**src/rtl/rvmyth_dac_sample_sched_if.sv**
```systemverilog
// Sample-source handshake and avsddac pin bundle shared by the scheduler and its neighbours.
// The master side drives samples and divider config; the slave side is the scheduler.
interface rvmyth_dac_sample_sched_if #(
    parameter int WIDTH = 10,
    parameter int DIV_W = 8
);
    logic [DIV_W-1:0] div_cfg;
    logic             div_load;

    logic             req0_valid;
    logic [WIDTH-1:0] req0_data;
    logic             req0_ready;

    logic             req1_valid;
    logic [WIDTH-1:0] req1_data;
    logic             req1_ready;

    logic [WIDTH-1:0] dac_d;
    logic             dac_en;
    logic             dac_update;
    logic             grant_id;
    logic             underrun;
    logic [7:0]       underrun_cnt;

    modport master (
        output div_cfg, div_load,
        output req0_valid, req0_data, req1_valid, req1_data,
        input  req0_ready, req1_ready,
        input  dac_d, dac_en, dac_update, grant_id, underrun, underrun_cnt
    );

    modport slave (
        input  div_cfg, div_load,
        input  req0_valid, req0_data, req1_valid, req1_data,
        output req0_ready, req1_ready,
        output dac_d, dac_en, dac_update, grant_id, underrun, underrun_cnt
    );
endinterface

```
**src/rtl/rvmyth_dac_sample_sched.sv**
```systemverilog
// Shares the avsddac D inputs between the RVMyth core and a test source, taking one
// sample per divider tick with round-robin arbitration and a held, registered code.
module rvmyth_dac_sample_sched #(
    parameter int WIDTH       = 10,
    parameter int DIV_W       = 8,
    parameter int DEFAULT_DIV = 4
) (
    input  logic                       clk,
    input  logic                       reset,
    rvmyth_dac_sample_sched_if.slave   bus
);

    typedef enum logic [1:0] {
        OFF     = 2'd0,
        RUN     = 2'd1,
        STARVED = 2'd2
    } state_t;

    localparam logic [DIV_W-1:0] DIV_RST = DIV_W'(DEFAULT_DIV);

    state_t           state;
    state_t           state_nxt;

    logic [DIV_W-1:0] div_reg;
    logic [DIV_W-1:0] cnt;
    logic             tick;

    logic             rr_ptr;
    logic             any_valid;
    logic             gsel;
    logic             transfer;
    logic             empty_tick;

    logic [WIDTH-1:0] dac_d_q;
    logic             grant_id_q;
    logic             dac_update_q;
    logic             underrun_q;
    logic [7:0]       underrun_cnt_q;

    logic             dac_en_c;
    logic             count_underrun;

    // A load takes priority over a pending tick so the new period starts cleanly.
    always_ff @(posedge clk or negedge reset) begin
        if (!reset) begin
            div_reg <= DIV_RST;
            cnt     <= DIV_RST;
        end else if (bus.div_load) begin
            div_reg <= bus.div_cfg;
            cnt     <= bus.div_cfg;
        end else if (cnt == '0) begin
            cnt     <= div_reg;
        end else begin
            cnt     <= cnt - DIV_W'(1);
        end
    end

    assign tick = (cnt == '0) && !bus.div_load;

    always_comb begin
        any_valid = bus.req0_valid | bus.req1_valid;
        gsel      = 1'b0;
        if (bus.req0_valid && bus.req1_valid) begin
            gsel = rr_ptr;
        end else if (bus.req1_valid) begin
            gsel = 1'b1;
        end
    end

    assign transfer       = tick & any_valid;
    assign empty_tick     = tick & ~any_valid;
    assign bus.req0_ready = transfer & ~gsel;
    assign bus.req1_ready = transfer &  gsel;

    always_ff @(posedge clk or negedge reset) begin
        if (!reset) begin
            dac_d_q      <= '0;
            grant_id_q   <= 1'b0;
            dac_update_q <= 1'b0;
            rr_ptr       <= 1'b0;
        end else begin
            dac_update_q <= transfer;
            if (transfer) begin
                dac_d_q    <= gsel ? bus.req1_data : bus.req0_data;
                grant_id_q <= gsel;
                rr_ptr     <= ~gsel;
            end
        end
    end

    always_ff @(posedge clk or negedge reset) begin
        if (!reset) begin
            underrun_q     <= 1'b0;
            underrun_cnt_q <= '0;
        end else begin
            underrun_q <= count_underrun;
            if (count_underrun && (underrun_cnt_q != 8'hFF)) begin
                underrun_cnt_q <= underrun_cnt_q + 8'd1;
            end
        end
    end

    always_ff @(posedge clk or negedge reset) begin
        if (!reset) begin
            state <= OFF;
        end else begin
            state <= state_nxt;
        end
    end

    always_comb begin
        state_nxt = state;
        case (state)
            OFF:     if (transfer)   state_nxt = RUN;
            RUN:     if (empty_tick) state_nxt = STARVED;
            STARVED: if (transfer)   state_nxt = RUN;
            default:                 state_nxt = OFF;
        endcase
    end

    // Empty ticks before the first sample ever arrives are not counted as starvation.
    always_comb begin
        dac_en_c       = 1'b0;
        count_underrun = 1'b0;
        case (state)
            OFF: begin
                dac_en_c       = 1'b0;
                count_underrun = 1'b0;
            end
            RUN, STARVED: begin
                dac_en_c       = 1'b1;
                count_underrun = empty_tick;
            end
            default: begin
                dac_en_c       = 1'b0;
                count_underrun = 1'b0;
            end
        endcase
    end

    assign bus.dac_d        = dac_d_q;
    assign bus.dac_en       = dac_en_c;
    assign bus.dac_update   = dac_update_q;
    assign bus.grant_id     = grant_id_q;
    assign bus.underrun     = underrun_q;
    assign bus.underrun_cnt = underrun_cnt_q;

endmodule

```
**src/flat_wrapper.sv**
```systemverilog
// flat-port wrapper written by rule: the top's interface ports become plain ports
module rvmyth_dac_sample_sched_flat 
#(
    parameter int WIDTH       = 10,
    parameter int DIV_W       = 8,
    parameter int DEFAULT_DIV = 4
)
  (clk, reset, bus_div_cfg, bus_div_load, bus_req0_valid, bus_req0_data, bus_req1_valid, bus_req1_data, bus_req0_ready, bus_req1_ready, bus_dac_d, bus_dac_en, bus_dac_update, bus_grant_id, bus_underrun, bus_underrun_cnt);
  rvmyth_dac_sample_sched_if #(.WIDTH(WIDTH), .DIV_W(DIV_W)) bus_i ();
  input  logic clk;
  input  logic reset;
  input wire logic [$bits(bus_i.div_cfg)-1:0] bus_div_cfg;
  input wire logic [$bits(bus_i.div_load)-1:0] bus_div_load;
  input wire logic [$bits(bus_i.req0_valid)-1:0] bus_req0_valid;
  input wire logic [$bits(bus_i.req0_data)-1:0] bus_req0_data;
  input wire logic [$bits(bus_i.req1_valid)-1:0] bus_req1_valid;
  input wire logic [$bits(bus_i.req1_data)-1:0] bus_req1_data;
  output wire logic [$bits(bus_i.req0_ready)-1:0] bus_req0_ready;
  output wire logic [$bits(bus_i.req1_ready)-1:0] bus_req1_ready;
  output wire logic [$bits(bus_i.dac_d)-1:0] bus_dac_d;
  output wire logic [$bits(bus_i.dac_en)-1:0] bus_dac_en;
  output wire logic [$bits(bus_i.dac_update)-1:0] bus_dac_update;
  output wire logic [$bits(bus_i.grant_id)-1:0] bus_grant_id;
  output wire logic [$bits(bus_i.underrun)-1:0] bus_underrun;
  output wire logic [$bits(bus_i.underrun_cnt)-1:0] bus_underrun_cnt;
  assign bus_i.div_cfg = bus_div_cfg;
  assign bus_i.div_load = bus_div_load;
  assign bus_i.req0_valid = bus_req0_valid;
  assign bus_i.req0_data = bus_req0_data;
  assign bus_i.req1_valid = bus_req1_valid;
  assign bus_i.req1_data = bus_req1_data;
  assign bus_req0_ready = bus_i.req0_ready;
  assign bus_req1_ready = bus_i.req1_ready;
  assign bus_dac_d = bus_i.dac_d;
  assign bus_dac_en = bus_i.dac_en;
  assign bus_dac_update = bus_i.dac_update;
  assign bus_grant_id = bus_i.grant_id;
  assign bus_underrun = bus_i.underrun;
  assign bus_underrun_cnt = bus_i.underrun_cnt;
  rvmyth_dac_sample_sched #(.WIDTH(WIDTH), .DIV_W(DIV_W), .DEFAULT_DIV(DEFAULT_DIV)) u_core (.clk(clk), .reset(reset), .bus(bus_i));
endmodule
```
**config.mk**
```make
export PLATFORM = sky130hd
export DESIGN_NAME = rvmyth_dac_sample_sched_flat
export DESIGN_NICKNAME = d
export VERILOG_FILES = /design/src/rtl/rvmyth_dac_sample_sched_if.sv /design/src/rtl/rvmyth_dac_sample_sched.sv /design/src/flat_wrapper.sv
export SDC_FILE = /design/constraint.sdc
export NUM_CORES = 1
export LEC_CHECK = 0
export CAP_MARGIN = 20
export CELL_PAD_IN_SITES_DETAIL_PLACEMENT = 0
export CELL_PAD_IN_SITES_GLOBAL_PLACEMENT = 1
export CORE_MARGIN = 2
export CORE_UTILIZATION = 37
export CTS_BUF_LIST = sky130_fd_sc_hd__clkbuf_4 sky130_fd_sc_hd__clkbuf_8
export CTS_CLUSTER_SIZE = 30
export DETAILED_ROUTE_END_ITERATION = 10
export PLACE_DENSITY = 0.85
export REMOVE_ABC_BUFFERS = 1
export SYNTH_ARGS = -nofsm -noshare
export SYNTH_HDL_FRONTEND = slang
export SYNTH_SLANG_ARGS = --single-unit
```
**constraint.sdc**
```tcl
create_clock -name clk -period 2.6 [get_ports clk]
set_clock_uncertainty 0.1 [all_clocks]
set_input_delay 0.39 -clock clk [delete_from_list [all_inputs] [get_ports clk]]
set_output_delay 0.39 -clock clk [all_outputs]
set_load 0.1 [all_outputs]
```
==> impl_metrics.json <==
{
  "status": "finished, final reports clean",
  "avgSynthCellArea_um2": 10.8,
  "crit_required_ns": 2.11,
  "grt_usage": 0.165,
  "path_max_fanout": 7,
  "num_rows": 26,
  "maxCapViolCount": 0,
  "nets": 287,
  "hold_viol": 0,
  "gp_congestion": 0.773,
  "cts_resized": 0,
  "hold_ws_ns": 0.111,
  "fp.dieArea_um2": 5890,
  "grt_pass1_wl_um": 7740,
  "coreArea_um2": 5110,
  "ios": 57,
  "antenna_found_initial": 0,
  "largest_reg_flops": 10,
  "synthTopCellsByCount": "dfrtp_1, inv_1, o21ai_0, nand2_1, a222oi_1",
  "synth_flop_cell": "dfrtp_1",
  "synth_top_area_share": 0.485,
  "slew_headroom": 0.414,
  "rsz0062_at_grt": "no",
  "p_leak_nw": 1.36,
  "period_minus_slack_ns": 2.44,
  "wirelength_um": 4440,
  "firstDrtPassIters": 4,
  "grt_max_degree": 41,
  "wl_per_cell_um": 14.0,
  "peakVddDrop_v": 0.000469,
  "cts_tree": "built",
  "synth.most_common_cell": "dfrtp_1",
  "cts_hold_buf": 0,
  "grt_overflow": 0,
  "hold_path.class": "input pin to asynchronous set/reset pin",
  "vias_per_cell": 4.95,
  "synth_area_um2": 1960,
  "start_kind": "flop",
  "async_flop_share": 1.00,
  "drt_iter0_markers": 74,
  "slew_viol_final": 0,
  "setup_viol": 0,
  "die_x_um": 76.8,
  "yosysWarnings": 0,
  "area_delta_synth_final_pct": 37.9,
  "clk_latency_ns": 0.29,
  "drive_gt1_frac": 0.215,
  "clk_pin_slew_worst_paths_ns": 0.07,
  "post_cts_buffers": 0,
  "synthCells": 182,
  "numCtsBuffers": 5,
  "diodes": 0,
  "max_freq_mhz": 410,
  "ys_ff_latch": 40,
  "fin_setup_tns_ns": 0,
  "synth.distinct_cells": 41,
  "power.density_nw_per_um2": 794,
  "crit_arrival_ns": 1.95,
  "io_buffers": 56,
  "final_area_um2": 2700,
  "netlist_top_cells_area": "dfrtp_1, a222oi_1, ha_1",
  "fin_crit_sh": 0.938,
  "clock_tree.root_cell": "clkbuf_8",
  "ant_nets": 0,
  "vias": 1568,
  "placed_area_um2": 2590,
  "die_h_um": 76.8,
  "dp_hpwl_um": 3260,
  "start_util": 0.384,
  "clock_path_buffers": 2,
  "yosys.area.top_type": "dfrtp_1",
  "worst_setup_path_end_kind": "output pin",
  "drc": 0,
  "synth_edf_count": 0,
  "seq_area_frac_synth": 0.512,
  "grt_pass1_vias": 1631,
  "crit_type": "flop to output pin",
  "cts_sinks": 40,
  "cts_max_level": 2,
  "tightest_slew_ns": 0.880
}
==> metrics by stage <==
stage          std cells  setup slack [ns]  power [mW]  utilization
6_report             317             0.161        2.15        0.529
5_1_grt              317            0.0141        2.26        0.529
4_1_cts              317             0.141        2.17        0.529
3_5_place_dp         309             0.304        1.65        0.507
3_3_place_gp         309             0.315        1.63        0.507
2_1_floorplan        176            -0.129        1.42            -
==> worst paths after layout <==
kind                                       end  depth (start not counted)         startpoint  slack, ns
setup / recovery                bus_req0_ready                          6      u_core.cnt[0]       0.16
hold / removal               u_core.div_reg[5]                          1              reset       0.11
setup reg to reg           u_core.bus.dac_d[1]                          8      u_core.cnt[0]       0.44
hold reg to reg              u_core.div_reg[2]                          2  u_core.div_reg[2]       0.37
max in group asynchronous  u_core.bus.dac_d[2]                          1              reset       1.73
min in group clk             u_core.div_reg[2]                          2  u_core.div_reg[2]       0.37
==> power breakdown <==
group | internal [mW] | total, mW | switching [mW]
combinational | 0.248 | 0.840 | 0.592
sequential | 0.712 | 0.793 | 0.0804
clock | 0.295 | 0.513 | 0.218
total | 1.26 | 2.15 | 0.890
==> area by class of cell <==
cell class | count | area (um2)
timing repair buffer | 63 | 573
sequential | 40 | 1000
inverter | 25 | 93.8
multi-input combinational | 111 | 833
tap | 70 | 87.6
clock inverter | 2 | 35.0
clock buffer | 6 | 76.3
fill | 466 | 2400
==> layer usage <==
metal  track usage  wire, um  vias to the layer above
li1              -         -                      780
met1         0.209      2090                      748
met2         0.265      2060                       36
met3        0.0506       239                        4
met4        0.0600        53                        0
met5             0         0                        -
==> worst max-delay path, cell delays in order (launching register included) <==
cell and delay, ns:
dfrtp_1 0.43, inv_1 0.10, ha_1 0.21, nor4b_4 0.23, buf_4 0.21, and4_1 0.29, buf_12 0.20
==> layout by cell type (no fill, tap or decap), types with 2 or more instances in the layout <==
cell / Yosys / routed
inv_1: 25 / 25
a21o_1: 2 / 2
nor2_1: 7 / 7
xnor2_1: 2 / 2
clkbuf_8: 0 / 5
a222oi_1: 10 / 10
a21oi_1: 4 / 4
nor4_1: 3 / 3
ha_1: 8 / 8
dfstp_2: 2 / 2
clkdlybuf4s50_1: 0 / 31
nor3b_1: 2 / 2
buf_12: 0 / 2
nand2_1: 13 / 13
o21ai_0: 15 / 15
buf_4: 1 / 29
xor2_1: 6 / 6
nand3_1: 7 / 7
mux2_2: 5 / 5
dfrtp_1: 38 / 38
o31ai_1: 2 / 2
nor3_1: 5 / 5
==> logic make-up after synthesis <==
logic type                 count (synthesis)  share of synthesized area
AOI/OAI and AO/OA                         41                      0.150
xor gates and xnor gates                   8                     0.0358
adders and majority gates                  8                     0.0511
buffers and inverters                     31                     0.0626
DFF                                       40                      0.512
muxes                                      6                     0.0345
and+or+nand+nor                           48                      0.154
No activity file was read; power rests on OpenSTA's default activity.
